`config.mk`:
```
export PLATFORM = sky130hd
export DESIGN_NAME = sd_cmd_controller_flat
export DESIGN_NICKNAME = d
export VERILOG_FILES = /design/src/rtl/sd_cmd_controller_if.sv /design/src/rtl/sd_cmd_controller.sv /design/src/flat_wrapper.sv
export SDC_FILE = /design/constraint.sdc
export NUM_CORES = 1
export LEC_CHECK = 0
export ABC_CLOCK_PERIOD_IN_PS = 2700
export BUFFER_PORTS_ARGS = -buffer_cell sky130_fd_sc_hd__buf_2
export CORE_MARGIN = 3
export CORE_UTILIZATION = 30
export CTS_BUF_LIST = sky130_fd_sc_hd__clkbuf_8 sky130_fd_sc_hd__clkbuf_16
export CTS_CLUSTER_DIAMETER = 100
export DETAILED_ROUTE_END_ITERATION = 16
export HOLD_SLACK_MARGIN = 0.02
export MAX_ROUTING_LAYER = met4
export PLACE_DENSITY = 0.57
export SLEW_MARGIN = 15
export SYNTH_ARGS = -nofsm -noshare
export SYNTH_HDL_FRONTEND = slang
export SYNTH_SLANG_ARGS = --single-unit
```
`constraint.sdc`:
```
create_clock -name clock -period 2.7 [get_ports clock]
set_clock_uncertainty 0.1 [all_clocks]
set_input_delay 0.54 -clock clock [delete_from_list [all_inputs] [get_ports clock]]
set_output_delay 0.54 -clock clock [all_outputs]
set_load 0.02 [all_outputs]
```
`src/rtl/sd_cmd_controller_if.sv`:
```
// rtl/sd_cmd_controller_if.sv - host-side command/response bus of the SD CMD-line controller
//
// Ports (master = host, slave = controller):
//   cmd_start    host -> ctrl  one-cycle command request
//   cmd_index    host -> ctrl  6-bit command index
//   cmd_arg      host -> ctrl  32-bit command argument
//   resp_type    host -> ctrl  00 none, 01 48-bit+CRC, 10 136-bit, 11 48-bit no CRC
//   busy         ctrl -> host  command in progress
//   done         ctrl -> host  one-cycle completion pulse
//   resp         ctrl -> host  captured response (128 bits)
//   timeout_err  ctrl -> host  no response start bit in time
//   crc_err      ctrl -> host  response CRC7 mismatch
interface sd_cmd_controller_if;
  logic         cmd_start;
  logic [5:0]   cmd_index;
  logic [31:0]  cmd_arg;
  logic [1:0]   resp_type;
  logic         busy;
  logic         done;
  logic [127:0] resp;
  logic         timeout_err;
  logic         crc_err;

  modport master (
    output cmd_start, cmd_index, cmd_arg, resp_type,
    input  busy, done, resp, timeout_err, crc_err
  );

  modport slave (
    input  cmd_start, cmd_index, cmd_arg, resp_type,
    output busy, done, resp, timeout_err, crc_err
  );
endinterface

```
`src/rtl/sd_cmd_controller.sv`:
```
// rtl/sd_cmd_controller.sv - SD CMD-line controller: 48-bit command out, optional response in
//
// Ports:
//   clock        single rising-edge clock
//   reset        synchronous active-high reset
//   host         sd_cmd_controller_if.slave command/response bus
//   cmd_pin_in   CMD line sampled from the card
//   cmd_pin_out  CMD line driven to the card (idles high)
//   cmd_oe       CMD output enable, high only while the command frame is sent
// Parameter TIMEOUT_CYCLES: wait cycles allowed for the response start bit.
// Macro RESP_CRC_CHECK_EN: when defined, type-01 responses get a CRC7 check
// driving crc_err; otherwise crc_err is tied low.
module sd_cmd_controller #(
  parameter int TIMEOUT_CYCLES = 64
) (
  input  logic                 clock,
  input  logic                 reset,
  sd_cmd_controller_if.slave   host,
  input  logic                 cmd_pin_in,
  output logic                 cmd_pin_out,
  output logic                 cmd_oe
);

  localparam int TW = $clog2(TIMEOUT_CYCLES + 1);

  typedef enum logic [2:0] {IDLE, SEND, WAIT_RESP, RECV, DONE} state_t;
  state_t state, state_next;

  logic [39:0]   tx_shift;     // start, transmit, index, arg; MSB goes out first
  logic [6:0]    tx_crc;       // accumulates over the first 40 bits, then shifts out
  logic [7:0]    bit_cnt;
  logic [TW-1:0] wait_cnt;
  logic [1:0]    resp_type_q;
  logic [126:0]  rx_shift;     // older bits fall off the top, which drops the 8 leading bits of a 136-bit reply
  logic [127:0]  resp_q;
  logic          timeout_q;

  logic accept, send_last, start_seen, wait_expired, recv_last;

  // One serial step of CRC7 with G(x) = x^7 + x^3 + 1.
  function automatic logic [6:0] crc7_step(input logic [6:0] crc, input logic din);
    return {crc[5:0], 1'b0} ^ ({7{din ^ crc[6]}} & 7'h09);
  endfunction

  always_ff @(posedge clock) begin
    if (reset) state <= IDLE;
    else       state <= state_next;
  end

  always_comb begin
    state_next   = state;
    accept       = 1'b0;
    send_last    = 1'b0;
    start_seen   = 1'b0;
    wait_expired = 1'b0;
    recv_last    = 1'b0;
    cmd_oe       = 1'b0;
    cmd_pin_out  = 1'b1;
    case (state)
      IDLE: begin
        if (host.cmd_start) begin
          accept     = 1'b1;
          state_next = SEND;
        end
      end
      SEND: begin
        cmd_oe = 1'b1;
        if (bit_cnt < 8'd40)      cmd_pin_out = tx_shift[39];
        else if (bit_cnt < 8'd47) cmd_pin_out = tx_crc[6];
        else                      cmd_pin_out = 1'b1;
        if (bit_cnt == 8'd47) begin
          send_last  = 1'b1;
          state_next = (resp_type_q == 2'b00) ? DONE : WAIT_RESP;
        end
      end
      WAIT_RESP: begin
        if (!cmd_pin_in) begin
          start_seen = 1'b1;
          state_next = RECV;
        end else if (wait_cnt == TW'(TIMEOUT_CYCLES - 1)) begin
          wait_expired = 1'b1;
          state_next   = DONE;
        end
      end
      RECV: begin
        // The start bit was taken in WAIT_RESP, so 47 or 135 bits remain.
        if (bit_cnt == ((resp_type_q == 2'b10) ? 8'd134 : 8'd46)) begin
          recv_last  = 1'b1;
          state_next = DONE;
        end
      end
      DONE:    state_next = IDLE;
      default: state_next = IDLE;
    endcase
  end

  always_ff @(posedge clock) begin
    if (reset) begin
      tx_shift    <= '0;
      tx_crc      <= '0;
      bit_cnt     <= '0;
      wait_cnt    <= '0;
      resp_type_q <= '0;
      rx_shift    <= '0;
      resp_q      <= '0;
      timeout_q   <= 1'b0;
    end else begin
      case (state)
        IDLE: begin
          if (accept) begin
            tx_shift    <= {2'b01, host.cmd_index, host.cmd_arg};
            tx_crc      <= '0;
            bit_cnt     <= '0;
            wait_cnt    <= '0;
            resp_type_q <= host.resp_type;
            timeout_q   <= 1'b0;
          end
        end
        SEND: begin
          bit_cnt <= send_last ? 8'd0 : bit_cnt + 8'd1;
          if (bit_cnt < 8'd40) begin
            tx_crc   <= crc7_step(tx_crc, tx_shift[39]);
            tx_shift <= {tx_shift[38:0], 1'b0};
          end else begin
            tx_crc   <= {tx_crc[5:0], 1'b0};
          end
        end
        WAIT_RESP: begin
          wait_cnt <= (start_seen || wait_expired) ? '0 : wait_cnt + TW'(1);
          if (start_seen) begin
            rx_shift <= '0;         // the start bit is a zero, already in place
            bit_cnt  <= '0;
          end
          if (wait_expired) timeout_q <= 1'b1;
        end
        RECV: begin
          rx_shift <= {rx_shift[125:0], cmd_pin_in};
          bit_cnt  <= recv_last ? 8'd0 : bit_cnt + 8'd1;
          if (recv_last) resp_q <= {rx_shift, cmd_pin_in};
        end
        default: ;
      endcase
    end
  end

  assign host.busy        = (state != IDLE);
  assign host.done        = (state == DONE);
  assign host.resp        = resp_q;
  assign host.timeout_err = timeout_q;

`ifdef RESP_CRC_CHECK_EN
  logic [6:0] rx_crc;
  logic       crc_err_q;

  // Frame bits [47:8] are the start bit plus RECV counts 0..38; bits [7:1]
  // sit in rx_shift[6:0] when the end bit arrives.
  always_ff @(posedge clock) begin
    if (reset) begin
      rx_crc    <= '0;
      crc_err_q <= 1'b0;
    end else begin
      if (accept) crc_err_q <= 1'b0;
      if (start_seen)
        rx_crc <= '0;
      else if (state == RECV && bit_cnt < 8'd39)
        rx_crc <= crc7_step(rx_crc, cmd_pin_in);
      if (recv_last && resp_type_q == 2'b01)
        crc_err_q <= (rx_crc != rx_shift[6:0]);
    end
  end

  assign host.crc_err = crc_err_q;
`else
  assign host.crc_err = 1'b0;
`endif

endmodule

```
`src/flat_wrapper.sv`:
```
// flat-port wrapper written by rule: the top's interface ports become plain ports
module sd_cmd_controller_flat 
#(
  parameter int TIMEOUT_CYCLES = 64
)
  (clock, reset, cmd_pin_in, cmd_pin_out, cmd_oe, host_cmd_start, host_cmd_index, host_cmd_arg, host_resp_type, host_busy, host_done, host_resp, host_timeout_err, host_crc_err);
  sd_cmd_controller_if host_i ();
  input  logic clock;
  input  logic reset;
  input  logic cmd_pin_in;
  output logic cmd_pin_out;
  output logic cmd_oe;
  input wire logic [$bits(host_i.cmd_start)-1:0] host_cmd_start;
  input wire logic [$bits(host_i.cmd_index)-1:0] host_cmd_index;
  input wire logic [$bits(host_i.cmd_arg)-1:0] host_cmd_arg;
  input wire logic [$bits(host_i.resp_type)-1:0] host_resp_type;
  output wire logic [$bits(host_i.busy)-1:0] host_busy;
  output wire logic [$bits(host_i.done)-1:0] host_done;
  output wire logic [$bits(host_i.resp)-1:0] host_resp;
  output wire logic [$bits(host_i.timeout_err)-1:0] host_timeout_err;
  output wire logic [$bits(host_i.crc_err)-1:0] host_crc_err;
  assign host_i.cmd_start = host_cmd_start;
  assign host_i.cmd_index = host_cmd_index;
  assign host_i.cmd_arg = host_cmd_arg;
  assign host_i.resp_type = host_resp_type;
  assign host_busy = host_i.busy;
  assign host_done = host_i.done;
  assign host_resp = host_i.resp;
  assign host_timeout_err = host_i.timeout_err;
  assign host_crc_err = host_i.crc_err;
  sd_cmd_controller #(.TIMEOUT_CYCLES(TIMEOUT_CYCLES)) u_core (.clock(clock), .reset(reset), .host(host_i), .cmd_pin_in(cmd_pin_in), .cmd_pin_out(cmd_pin_out), .cmd_oe(cmd_oe));
endmodule
```
=== Yosys cells after proc, flatten, opt, wreduce, memory -nomap -nowiden ===
Index checks and enable logic that the tools add are counted.

* Register bits after elaboration: 323
* Output and inout port bits: 134
* Input port bits: 44

* Reductions and logical operators: 17
* Magnitude comparators: 2
* Bitwise gates (word level): 2
* Multiplexer cells: 41
* Equal/unequal tests: 16
* Add/sub/neg operators: 2

{| class="wikitable"
|+ Operator list
! operator !! number
|-
| $pmux W127 S2 || 1
|-
| $mux W127 || 1
|-
| $mux W40 || 2
|-
| $pmux W40 S2 || 1
|-
| $mux W8 || 5
|-
| $pmux W8 S4 || 1
|-
| $pmux W7 S2 || 2
|-
| $mux W7 || 3
|-
| $mux W3 || 6
|-
| $mux W1 || 17
|-
| $lt A8 B6 Y1 const B || 2
|-
| $ne A2 B1 Y1 const B || 6
|-
| $pmux W3 S4 || 1
|-
| $reduce_and A2 Y1 || 5
|-
| $reduce_and A3 Y1 || 3
|-
| $add A8 B1 Y8 const B || 1
|-
| $eq A8 B6 Y1 const B || 1
|-
| $eq A8 B8 Y1 || 1
|-
| $add A7 B1 Y7 const B || 1
|-
| $eq A7 B6 Y1 const B || 1
|-
| $xor A7 B4 Y7 || 1
|-
| $eq A3 B2 Y1 const B || 2
|-
| $reduce_bool A2 Y1 || 3
|-
| $reduce_and A4 Y1 || 1
|-
| other kinds (12) || 12
|}

=== Logic depth before layout (Yosys ltp) ===
Gate-level depths: netlist of run 1.

* Depth in word-level cells: 7
* Gate-level depth with buffers: 10
* Depth with buffers taken out: 7

=== Worst setup path before layout of run 1 ===
No wires, ideal clock.

* Path kind: reg-to-output
* Start point: reg u_core.state[2]
* End point: out cmd_pin_out
* Stages on the path, launching flop included: 7
* Data arrival time: 1441 ps
* Path slack: 619 ps
* Path buffers: 2
* Path through: dfxtp_1 > buf_2 > nor2_1 > nand2_1 > inv_2 > clkbuf_1 > nand2_1

* Cells in the longest elaborated chain, start to end: 2

{| class="wikitable"
|+ RTL lines
! element !! line !! text
|-
| start, declared || sd_cmd_controller.sv:27 || <nowiki>state_t state, state_next;</nowiki>
|-
| start signal, assigned || sd_cmd_controller.sv:47 || <nowiki>else state <= state_next;</nowiki>
|-
| $eq A3 B1 Y1 || sd_cmd_controller.sv:59 || <nowiki>case (state)</nowiki>
|-
| $mux W1 || sd_cmd_controller.sv:59 ||
|-
| end, declared || flat_wrapper.sv:11 || <nowiki>output logic cmd_pin_out;</nowiki>
|}

No other way between the ends.

=== Worst setup path in the final report of run 1 ===
* Start point: reg u_core.bit_cnt[3]
* End point: out cmd_pin_out

* Cells in the longest elaborated chain, start to end: 4
* Elaborated cells between the ends (all ways): 5
* Classes of those cells: order compare: 2; mux: 3

{| class="wikitable"
|+ RTL lines
! element !! line !! text
|-
| start, declared || sd_cmd_controller.sv:31 || <nowiki>logic [7:0] bit_cnt;</nowiki>
|-
| start signal, assigned || sd_cmd_controller.sv:120 || <nowiki>bit_cnt <= send_last ? 8'd0 : bit_cnt + 8'd1;</nowiki>
|-
| start signal, assigned || sd_cmd_controller.sv:138 || <nowiki>bit_cnt <= recv_last ? 8'd0 : bit_cnt + 8'd1;</nowiki>
|-
| $lt A8 B6 Y1 || sd_cmd_controller.sv:69 || <nowiki>else if (bit_cnt < 8'd47) cmd_pin_out = tx_crc[6];</nowiki>
|-
| $mux W1 || sd_cmd_controller.sv:69 ||
|-
| $mux W1 (*) || sd_cmd_controller.sv:68 || <nowiki>if (bit_cnt < 8'd40) cmd_pin_out = tx_shift[39];</nowiki>
|-
| $mux W1 (*) || sd_cmd_controller.sv:59 ||
|}

Every way passes the cells marked *; elsewhere a longest branch is shown, timed or not.

==> metrics.yaml, run 1 <==
status: "finished, final reports clean"
wire_per_inst_um: 14.19
vias_per_cell: 4.831
grt_setup_unrepaired: "no"
startpoint: "u_core.bit_cnt[3]"
grt.total_usage_pct: 14.07
cts_tree: "yes"
overflow: 0
vias: 9864
postRouteAntennaNets: 0
root_buffer: "clkbuf_16"
hold_violations: 0
cts_buffers: 36
maxSlewHeadroom_pct: 34.87
dr.pass1.iters: 5
post-route-min-period_ns: 2.523
area_delta_synth_final_pct: 20.42
setup_viol: 0
core-area_mm2: 0.03802
p_leak_nw: 5.433
antenna_found_initial: 0
r2r-start: "u_core.bit_cnt[0]"
critPathCaptureType: "primary output"
worst_slew_pin_slew_ns: 0.9769
irDropWorstVdd_v: 0.0005483
synth_cell_types: 53
grt_pass1_wl_um: 47200
syn_area_mm2: 0.01170
ff2ff_setup_slack_ns: 0.36
total_power_mw: 10.72
cap_viol_max_count: 0
hold-worst-slack_ns: 0.1631
crit_fanout: 10
powerDensity_mw_per_mm2: 760.5
timing.rr.end: "u_core.host.resp[88]"
drv_slew: 0
num_rows: 71
gp_congestion: 0.7196
critPathRequiredTime_ns: 2.06
hpwl_um: 17230
wl_um: 28970
cp.arrival_ns: 1.88
ys_ff_latch: 323
postLayoutCellArea_mm2: 0.01409
die_area_mm2: 0.04141
clock_tree.buffer_depth: 3
drive_gt1_share_pct: 17.90
yosys.area.top_type: "dfxtp_1"
syn_area_per_cell_um2: 8.401
start_util_pct: 30.78
ys_seq_area_share_pct: 55.25
synthArstFlopShare_pct: 0
final.setup.tns_ns: 0
synth_top_area_share_pct: 55.25
synth_ff_type: "dfxtp_1"
grt_max_degree: 191
fillCellCount: 3996
cts.clk_slew.worst_paths_ns: 0.06
timing.fmax_ghz: 0.3963
synthCells: 1393
synth_area_leaders: "dfxtp_1 (55%), nand2_1 (12%), o22ai_1 (6.7%)"
diodes: 0
stdcell_count: 2042
worst-r2r-cell-count: 7
portBuffers: 176
critPathKind: "reg -> out"
place_inst: 1981
ios: 178
fin_crit_sh_pct: 93.46
cts_sinks: 323
syn_nets: 1440
place_area_mm2: 0.01293
seqCellArea_mm2: 0.006467
multi_input_area_mm2: 0.004646
die_h_um: 203.5
critPathLaunchType: "flop"
holdPathStages: 3
ys.warnings.count: 0
min_path_type: "in -> reg"
first_global_vias: 9254
insertion_delay_ns: 0.54
htreeDepth: 2
nets: 1555
endpoint: "cmd_pin_out"
dieWidth_um: 203.5
drc_errors: 0
first_iter_violations: 716
synth_edf_count: 0
power by group:
| group | switching (mW) | internal [mW] |
|---|---|---|
| combinational | 0.535 | 0.293 |
| clock | 1.97 | 2.82 |
| sequential | 0.134 | 4.97 |
worst min-delay path by stage:
stage	slack, ns	startpoint	endpoint
finish	0.16	host_resp_type[0]	u_core.resp_type_q[0]
global route	0.16	host_cmd_arg[11]	u_core.tx_shift[11]
CTS	0.13	host_cmd_arg[0]	u_core.tx_shift[0]
detailed placement	0.34	u_core.host.resp[26]	u_core.host.resp[26]
global placement	0.34	u_core.tx_crc[1]	u_core.tx_crc[2]
floorplan	0.33	u_core.tx_crc[0]	u_core.tx_crc[1]
synth_stat cells (2+ instances only):
library cell,count
nand2b_1,6
o21ai_0,3
nand3_1,18
xor2_1,5
buf_2,32
ha_1,3
buf_6,10
a211oi_1,3
buf_4,7
nand4_1,4
inv_1,5
nor3b_1,2
a21oi_2,10
clkbuf_1,66
and3_1,3
a31oi_1,5
a311oi_1,37
nand3b_1,4
o22ai_1,125
nor3_1,10
xnor2_1,4
nor2_1,183
dfxtp_1,323
a21oi_1,132
nor4_1,2
nand2_1,364
repair_timing:
action / 4_1_cts / 5_1_grt
setup endpoints to repair: 1 / 1
gates resized for setup: 1 / 2
hold buffers: 0 / 0
buffers inserted: 0 / 0
routing by layer:
layer	track usage [%]	wire length, um	share of wire, %
met1	17.80	13400	46
met2	22.59	13520	47
met3	3.639	1650	5.7
met4	3.564	404	1.4
met5	-	0	0
cell usage in the layout (no fill, tap or decap), drive strengths merged, types with 5 or more instances in the layout:
master and n:
a21oi 142, a311oi 37, a31oi 5, buf 194, clkbuf 42, clkinv 5, dfxtp 323, inv 16
nand2 364, nand2b 7, nand3 18, nor2 183, nor3 11, o22ai 125, xor2 5
registers in the layout (all words and copies together), names as in the netlist:
name	cells
u_core.host.resp	128
u_core.host.timeout_err	1
u_core.tx_crc	7
u_core.rx_shift	127
u_core.wait_cnt	7
u_core.tx_shift	40
u_core.state	3
u_core.resp_type_q	2
u_core.bit_cnt	8
layout make-up:
type,count,share of cell area [%]
inverters,6,0.1598
well taps,511,4.537
clock buffers,42,7.058
repair buffers,194,8.257
clock inverters,19,1.128
flip-flops and latches,323,45.89
multi-input cells,947,32.97
through the flow:
step | setup WS (ns) | util (%)
2_1_floorplan | 0.6190 | -
3_3_place_gp | 0.4410 | 34.01
3_5_place_dp | 0.3586 | 34.01
4_1_cts | 0.07203 | 37.05
5_1_grt | 0.01153 | 37.06
6_report | 0.1766 | 37.06
logic make-up (layout without fill, tap and decap cells):
| logic type | count (synthesis) | count (layout) | synth area share, % |
|---|---|---|---|
| simple gates | 607 | 607 | 20.84 |
| compound gates | 325 | 325 | 17.21 |
| flops | 323 | 323 | 55.25 |
| buf+inv | 123 | 261 | 5.389 |
| xor+xnor | 9 | 9 | 0.6735 |
| fa+ha+maj | 3 | 3 | 0.3208 |
| mux | 2 | 2 | 0.2780 |
| other cells | 1 | 1 | 0.03204 |
critical path, cell delays in order, from the launching register on:
cell       delay [ns]
dfxtp_1          0.50
o21ai_1          0.21
nor4_1           0.20
o2bb2ai_1        0.20
nand2_1          0.08
buf_2            0.16
(Power assumes the default switching activity.)
==> inputs of run 2 (changes only) <==
--- a/config.mk
+++ b/config.mk
@@ -5,7 +5,7 @@
 export SDC_FILE = /design/constraint.sdc
 export NUM_CORES = 1
 export LEC_CHECK = 0
-export ABC_CLOCK_PERIOD_IN_PS = 2700
+export ABC_CLOCK_PERIOD_IN_PS = 2100
 export BUFFER_PORTS_ARGS = -buffer_cell sky130_fd_sc_hd__buf_2
 export CORE_MARGIN = 3
 export CORE_UTILIZATION = 30
@@ -14,7 +14,7 @@
 export DETAILED_ROUTE_END_ITERATION = 16
 export HOLD_SLACK_MARGIN = 0.02
 export MAX_ROUTING_LAYER = met4
-export PLACE_DENSITY = 0.57
+export PLACE_DENSITY = 0.58
 export SLEW_MARGIN = 15
 export SYNTH_ARGS = -nofsm -noshare
 export SYNTH_HDL_FRONTEND = slang
==> constraint.sdc (replaced) <==
create_clock -name clock -period 2.1 [get_ports clock]
set_clock_uncertainty 0.1 [all_clocks]
set_input_delay 0.42 -clock clock [delete_from_list [all_inputs] [get_ports clock]]
set_output_delay 0.42 -clock clock [all_outputs]
set_load 0.02 [all_outputs]
==> run 2 against run 1 <==
- the run now ends with negative setup slack left
- sequential power up 28%
- cell count rose by 2.3%
- first-iteration DRC count down 8.2%
==> metrics.yaml, run 2 (synthesis gave the netlist of run 1 again) <==
status: "complete, but fails checks"  # was finished, final reports clean
failed_checks: "negative setup slack"
dieWidth_um: 203.5  # unchanged
first_iter_violations: 657  # was 716
maxSlewHeadroom_pct: 58.17  # was 34.87%
power.internal_mw: 10.77  # was 8.080 mW
diodes: 0  # unchanged
drive_gt1_share_pct: 21.31  # was 17.90%
clkPwrFrac_pct: 45.6  # was 44.7%
drv_slew: 0  # unchanged
crit_fanout: 2  # was 10
die_h_um: 203.5  # unchanged
post-place-ws_ns: 0.007344  # was 0.3586 ns
portBuffers: 176  # unchanged
p_comb_share_pct: 8.0  # was 7.7%
area_delta_synth_final_pct: 26.92  # was 20.42%
grt_pass1_wl_um: 47750  # was 47200 um
p_leak_nw: 5.804  # was 5.433 nW
vias_per_cell: 4.838  # was 4.831
irDropWorstVdd_v: 0.0005071  # was 0.0005483 V
first_global_vias: 9305  # was 9254
drc_errors: 0  # unchanged
cp.arrival_ns: 1.64  # was 1.88 ns
dr.pass1.iters: 5  # unchanged
p_switching_mw: 3.359  # was 2.637 mW
largest_register_ffs: 128  # unchanged
place_area_mm2: 0.01313  # was 0.01293 mm2
gr-usage-met3_pct: 3.384  # was 3.639%
min_path_type: "in -> reg"  # unchanged
final_common_cell: "nand2_1"  # unchanged
wire_per_inst_um: 15.05  # was 14.19 um
share_seq_of_total_power_pct: 46.4  # was 47.6%
cts_buffers: 36  # unchanged
die_area_mm2: 0.04141  # unchanged
hpwl_um: 18000  # was 17230 um
postLayoutCellArea_mm2: 0.01485  # was 0.01409 mm2
worst_slew_pin_slew_ns: 0.6275  # was 0.9769 ns
grt_setup_unrepaired: "yes"  # was no
insertion_delay_ns: 0.52  # was 0.54 ns
critPathRequiredTime_ns: 1.58  # was 2.06 ns
start_util_pct: 30.78  # unchanged
grt.total_usage_pct: 14.22  # was 14.07%
fin_crit_sh_pct: 102.9
grt_busiest_layer: "met2"  # unchanged
overflow: 0  # unchanged
timing.fmax_ghz: 0.4629
post-route-min-period_ns: 2.160
grt_max_degree: 109  # was 191
cap_viol_max_count: 0  # unchanged
ios: 178  # unchanged
grt_use_met2_pct: 22.13  # was 22.59%
core-area_mm2: 0.03802  # unchanged
final.setup.tns_ns: -0.06015  # was 0 ns
critPathCaptureType: "primary output"  # unchanged
critPathKind: "reg -> out"  # unchanged
critPathLaunchType: "flop"  # unchanged
root_buffer: "clkbuf_16"  # unchanged
use_met1_pct: 18.39  # was 17.80%
switching_share_pct: 23.77  # was 24.61%
setup_viol: 1  # was 0
hold_violations: 0  # unchanged
nets: 1601  # was 1555
worst_slack_ns: -0.06015  # was 0.1766 ns
vias: 10102  # was 9864
clock_tree.buffer_depth: 3  # unchanged
gp_congestion: 0.7432  # was 0.7196
htreeDepth: 2  # unchanged
mostFrequentLayoutCells: "nand2_1 (361), dfxtp_1 (317), nor2_1 (182), buf_2 (174), a21oi_1 (129)"  # was nand2_1 (363), dfxtp_1 (322), nor2_1 (183), buf_2 (175), a21oi_1 (131)
num_rows: 71  # unchanged
postRouteAntennaNets: 0  # unchanged
cts_tree: "yes"  # unchanged
cts_sinks: 323  # unchanged
wl_um: 31430  # was 28970 um
antenna_found_initial: 0  # unchanged
cts.clk_slew.worst_paths_ns: 0.06  # about the same
total_power_mw: 14.13  # was 10.72 mW
powerDensity_mw_per_mm2: 951.5  # was 760.5 mW/mm2
run 2: area by class of cell:
class                      count  area [um2]
tap                          511       639.4
fill                        3876       23170
timing repair buffer         240        1755
clock buffer                  45        1036
sequential                   323        6481
inverter                       6       22.52
clock inverter                16       180.2
multi-input combinational    947        4738
run 2: repair_timing:
item | in CTS | in global routing
hold buffers | 5 | 0
hold endpoints to repair | 5 | 0
gates resized for setup | 19 | 18
pin swaps | 4 | 9
buffers inserted | 3 | 9
endpoints found under the setup margin | 8 | 139
gates cloned | 0 | 9
run 2: through the flow:
stage          util [%]  cells  hold slack (ns)
3_5_place_dp      34.54   2001           0.3439
5_1_grt           39.06   2088          0.04018
6_report          39.06   2088          0.06643
3_3_place_gp      34.54   2001           0.3392
4_1_cts           38.09   2070          0.02130
2_1_floorplan         -   1393           0.3320
run 2: worst max-delay path: stages (launching register included):
cell	delay, ns
dfxtp_4	0.35
ha_4	0.16
and3_4	0.15
o21ai_2	0.12
o2bb2ai_2	0.12
nand2_2	0.09
buf_6	0.13
run 2: worst paths after layout:
| kind | cells past startpoint | from | to | slack, ns |
|---|---|---|---|---|
| max | 6 | u_core.bit_cnt[0] | cmd_pin_out | -0.06 |
| min reg2reg | 2 | u_core.host.resp[69] | u_core.host.resp[69] | 0.35 |
| min | 3 | host_cmd_arg[15] | u_core.tx_shift[15] | 0.07 |
| max reg2reg | 11 | u_core.bit_cnt[0] | u_core.host.resp[95] | 0.07 |
run 2: power by group through the flow:
stage          registers (mW)  logic, mW  clock network (mW)
6_report                 6.55       1.13                6.45
5_1_grt                  6.59       1.28                6.90
4_1_cts                  6.55       1.15                6.65
3_5_place_dp             6.68       1.12                   0
3_3_place_gp             6.68       1.09                   0
2_1_floorplan            6.63      0.841                   0
run 2: layer usage:
metal	share of wire, %	wire (um)
met5	0	0
met4	1.9	607
met3	5.4	1708
met2	46	14550
met1	46	14560
==> inputs of run 3 (changes only) <==
--- a/config.mk
+++ b/config.mk
@@ -8,13 +8,13 @@
 export ABC_CLOCK_PERIOD_IN_PS = 2100
 export BUFFER_PORTS_ARGS = -buffer_cell sky130_fd_sc_hd__buf_2
 export CORE_MARGIN = 3
-export CORE_UTILIZATION = 30
+export CORE_UTILIZATION = 51
 export CTS_BUF_LIST = sky130_fd_sc_hd__clkbuf_8 sky130_fd_sc_hd__clkbuf_16
 export CTS_CLUSTER_DIAMETER = 100
 export DETAILED_ROUTE_END_ITERATION = 16
 export HOLD_SLACK_MARGIN = 0.02
 export MAX_ROUTING_LAYER = met4
-export PLACE_DENSITY = 0.58
+export PLACE_DENSITY = 0.85
 export SLEW_MARGIN = 15
 export SYNTH_ARGS = -nofsm -noshare
 export SYNTH_HDL_FRONTEND = slang
==> run 3 against run 2 <==
- the run still ends with negative setup slack left
- worst setup slack worse by 0.023 ns
- first-iteration DRC count is 42% higher
- fmax is 1.1% lower
- hold slack worse by 0.0051 ns
- critical path depth stayed put
- die area is 40% lower
- clock power is 5.7% lower
- critical endpoint unchanged
- cell count is 11% lower
==> metrics.yaml, run 3 (synthesis gave the netlist of run 1 again) <==
hpwl_um: 16390  # was 18000 um
cp.arrival_ns: 1.66  # was 1.64 ns
postLayoutCellArea_mm2: 0.01460  # was 0.01485 mm2
diodes: 0  # unchanged
multi_input_area_mm2: 0.004868  # was 0.004738 mm2
grt_setup_unrepaired: "yes"  # unchanged
final_common_cell: "nand2_1"  # unchanged
drc_errors: 0  # unchanged
num_rows: 54  # was 71
place_area_mm2: 0.01270  # was 0.01313 mm2
timing.fmax_ghz: 0.4580  # was 0.4629 GHz
first_iter_violations: 933  # was 657
failed_checks: "negative setup slack"  # unchanged
critPathLaunchType: "flop"  # unchanged
cts_tree: "yes"  # unchanged
critPathBufInv: 1  # unchanged
critPathCaptureType: "primary output"  # unchanged
dieWidth_um: 157.5  # was 203.5 um
grt_pass1_wl_um: 45260  # was 47750 um
crit_chain: "ha_4 > and3_4 > o21ai_4 > o2bb2ai_2 > nand2_1 > buf_6"  # was ha_4 > and3_4 > o21ai_2 > o2bb2ai_2 > nand2_2 > buf_6
start_util_pct: 52.81  # was 30.78%
cap_viol_max_count: 0  # unchanged
die_area_mm2: 0.02480  # was 0.04141 mm2
grt.total_usage_pct: 22.36  # was 14.22%
seqCellArea_mm2: 0.006479  # was 0.006481 mm2
place_inst: 1759  # was 2001
critPathRequiredTime_ns: 1.58  # about the same
cts.clk_slew.worst_paths_ns: 0.06  # about the same
use_met1_pct: 28.65  # was 18.39%
slowest_stage: "dfxtp_2"  # was dfxtp_4
vias: 10529  # was 10102
gr-usage-met3_pct: 3.767  # was 3.384%
post-place-ws_ns: 0.09776  # was 0.007344 ns
status: "complete, but fails checks"  # unchanged
worst_slack_ns: -0.08342  # was -0.06015 ns
total_power_mw: 13.92  # was 14.13 mW
grt_busiest_layer: "met2"  # unchanged
clock_tree.buffer_depth: 3  # unchanged
drive_gt1_share_pct: 23.28  # was 21.31%
grt_max_degree: 126  # was 109
core-area_mm2: 0.02216  # was 0.03802 mm2
critical-path-top-delay-family: "flip-flops"  # unchanged
ios: 178  # unchanged
crit_path_max_incr_delay_ns: 0.34  # was 0.35 ns
fin_crit_sh_pct: 104.0  # was 102.9%
wl_um: 30950  # was 31430 um
stdcell_count: 1852  # was 2088
antenna_found_initial: 0  # unchanged
worst_slew_pin_slew_ns: 0.8349  # was 0.6275 ns
mostFrequentLayoutCells: "nand2_1 (343), dfxtp_1 (317), nor2_1 (180), buf_2 (174), o22ai_1 (125)"  # was nand2_1 (361), dfxtp_1 (317), nor2_1 (182), buf_2 (174), a21oi_1 (129)
cts_hold_buffers: 0  # was 5
grt_use_met2_pct: 36.67  # was 22.13%
dr.pass1.iters: 5  # unchanged
portBuffers: 176  # unchanged
root_buffer: "clkbuf_16"  # unchanged
cts_sinks: 323  # unchanged
overflow: 0  # unchanged
final_util_pct: 65.88  # was 39.06%
hold_violations: 0  # unchanged
critPathKind: "reg -> out"  # unchanged
p_leak_nw: 5.767  # was 5.804 nW
die_h_um: 157.5  # was 203.5 um
powerDensity_mw_per_mm2: 953.1  # was 951.5 mW/mm2
postRouteAntennaNets: 0  # unchanged
fillCellCount: 1770  # was 3876
post-route-min-period_ns: 2.183  # was 2.160 ns
vias_per_cell: 5.685  # was 4.838
irDropWorstVdd_v: 0.0007033  # was 0.0005071 V
min_path_type: "in -> reg"  # unchanged
crit_fanout: 2  # unchanged
maxSlewHeadroom_pct: 44.34  # was 58.17%
drv_slew: 0  # unchanged
nets: 1594  # was 1601
area_delta_synth_final_pct: 24.76  # was 26.92%
setup_viol: 5  # was 1
wire_per_inst_um: 16.71  # was 15.05 um
cts_buffers: 34  # was 36
htreeDepth: 2  # unchanged
insertion_delay_ns: 0.50  # was 0.52 ns
largest_register_ffs: 128  # unchanged
first_global_vias: 9432  # was 9305
gp_congestion: 0.8353  # was 0.7432
## run 3: power by group
group / internal (mW) / leakage (nW) / switching (mW)
logic: 0.516 / 2.55 / 0.771
registers: 6.38 / 2.62 / 0.173
clock network: 3.68 / 0.596 / 2.40
## run 3: per-stage QoR
step | hold WS, ns | TNS (ns)
floorplan | 0.3320 | 0
global placement | 0.3376 | 0
detailed placement | 0.3435 | 0
CTS | 0.04920 | -0.1520
global route | 0.06733 | -1.668
finish | 0.06137 | -0.1297
## run 3: path summary, 6_finish.rpt
check	startpoint	endpoint	slack [ns]	cells past startpoint
setup / recovery	u_core.bit_cnt[1]	cmd_pin_out	-0.08	6
hold / removal	host_resp_type[0]	u_core.resp_type_q[0]	0.06	3
hold reg to reg	u_core.host.resp[61]	u_core.host.resp[61]	0.35	2
setup reg to reg	u_core.bit_cnt[3]	u_core.host.resp[91]	-0.02	9
## run 3: cell type report
type / count / area share [%]
clock buffers: 44 / 7.001
clock inverters: 17 / 0.9255
inverters: 6 / 0.1714
multi-input cells: 948 / 33.34
flip-flops and latches: 323 / 44.37
well taps: 280 / 2.400
repair buffers: 234 / 11.78
## run 3: worst register-to-register path, delay by kind of cell, from the launching register on
family / cells / cell delay, ns
AO/OA/AOI/OAI: 1 / 0.07
buffers and inverters: 4 / 0.63
flip-flops: 1 / 0.33
multiplexers: 1 / 0.21
AND/OR/NAND/NOR: 3 / 0.65
## run 3: repair_timing
| action | in CTS | in global routing |
|---|---|---|
| cloned | 1 | 14 |
| gates resized for setup | 24 | 66 |
| setup endpoints to repair | 2 | 174 |
| buffers inserted | 9 | 8 |
| pin swaps | 5 | 10 |
## run 3: per-layer routing
layer	routed length, um	up-vias
met5	0	-
met4	573	0
met3	1977	56
met2	15450	396
met1	12950	5031
li1	-	5046
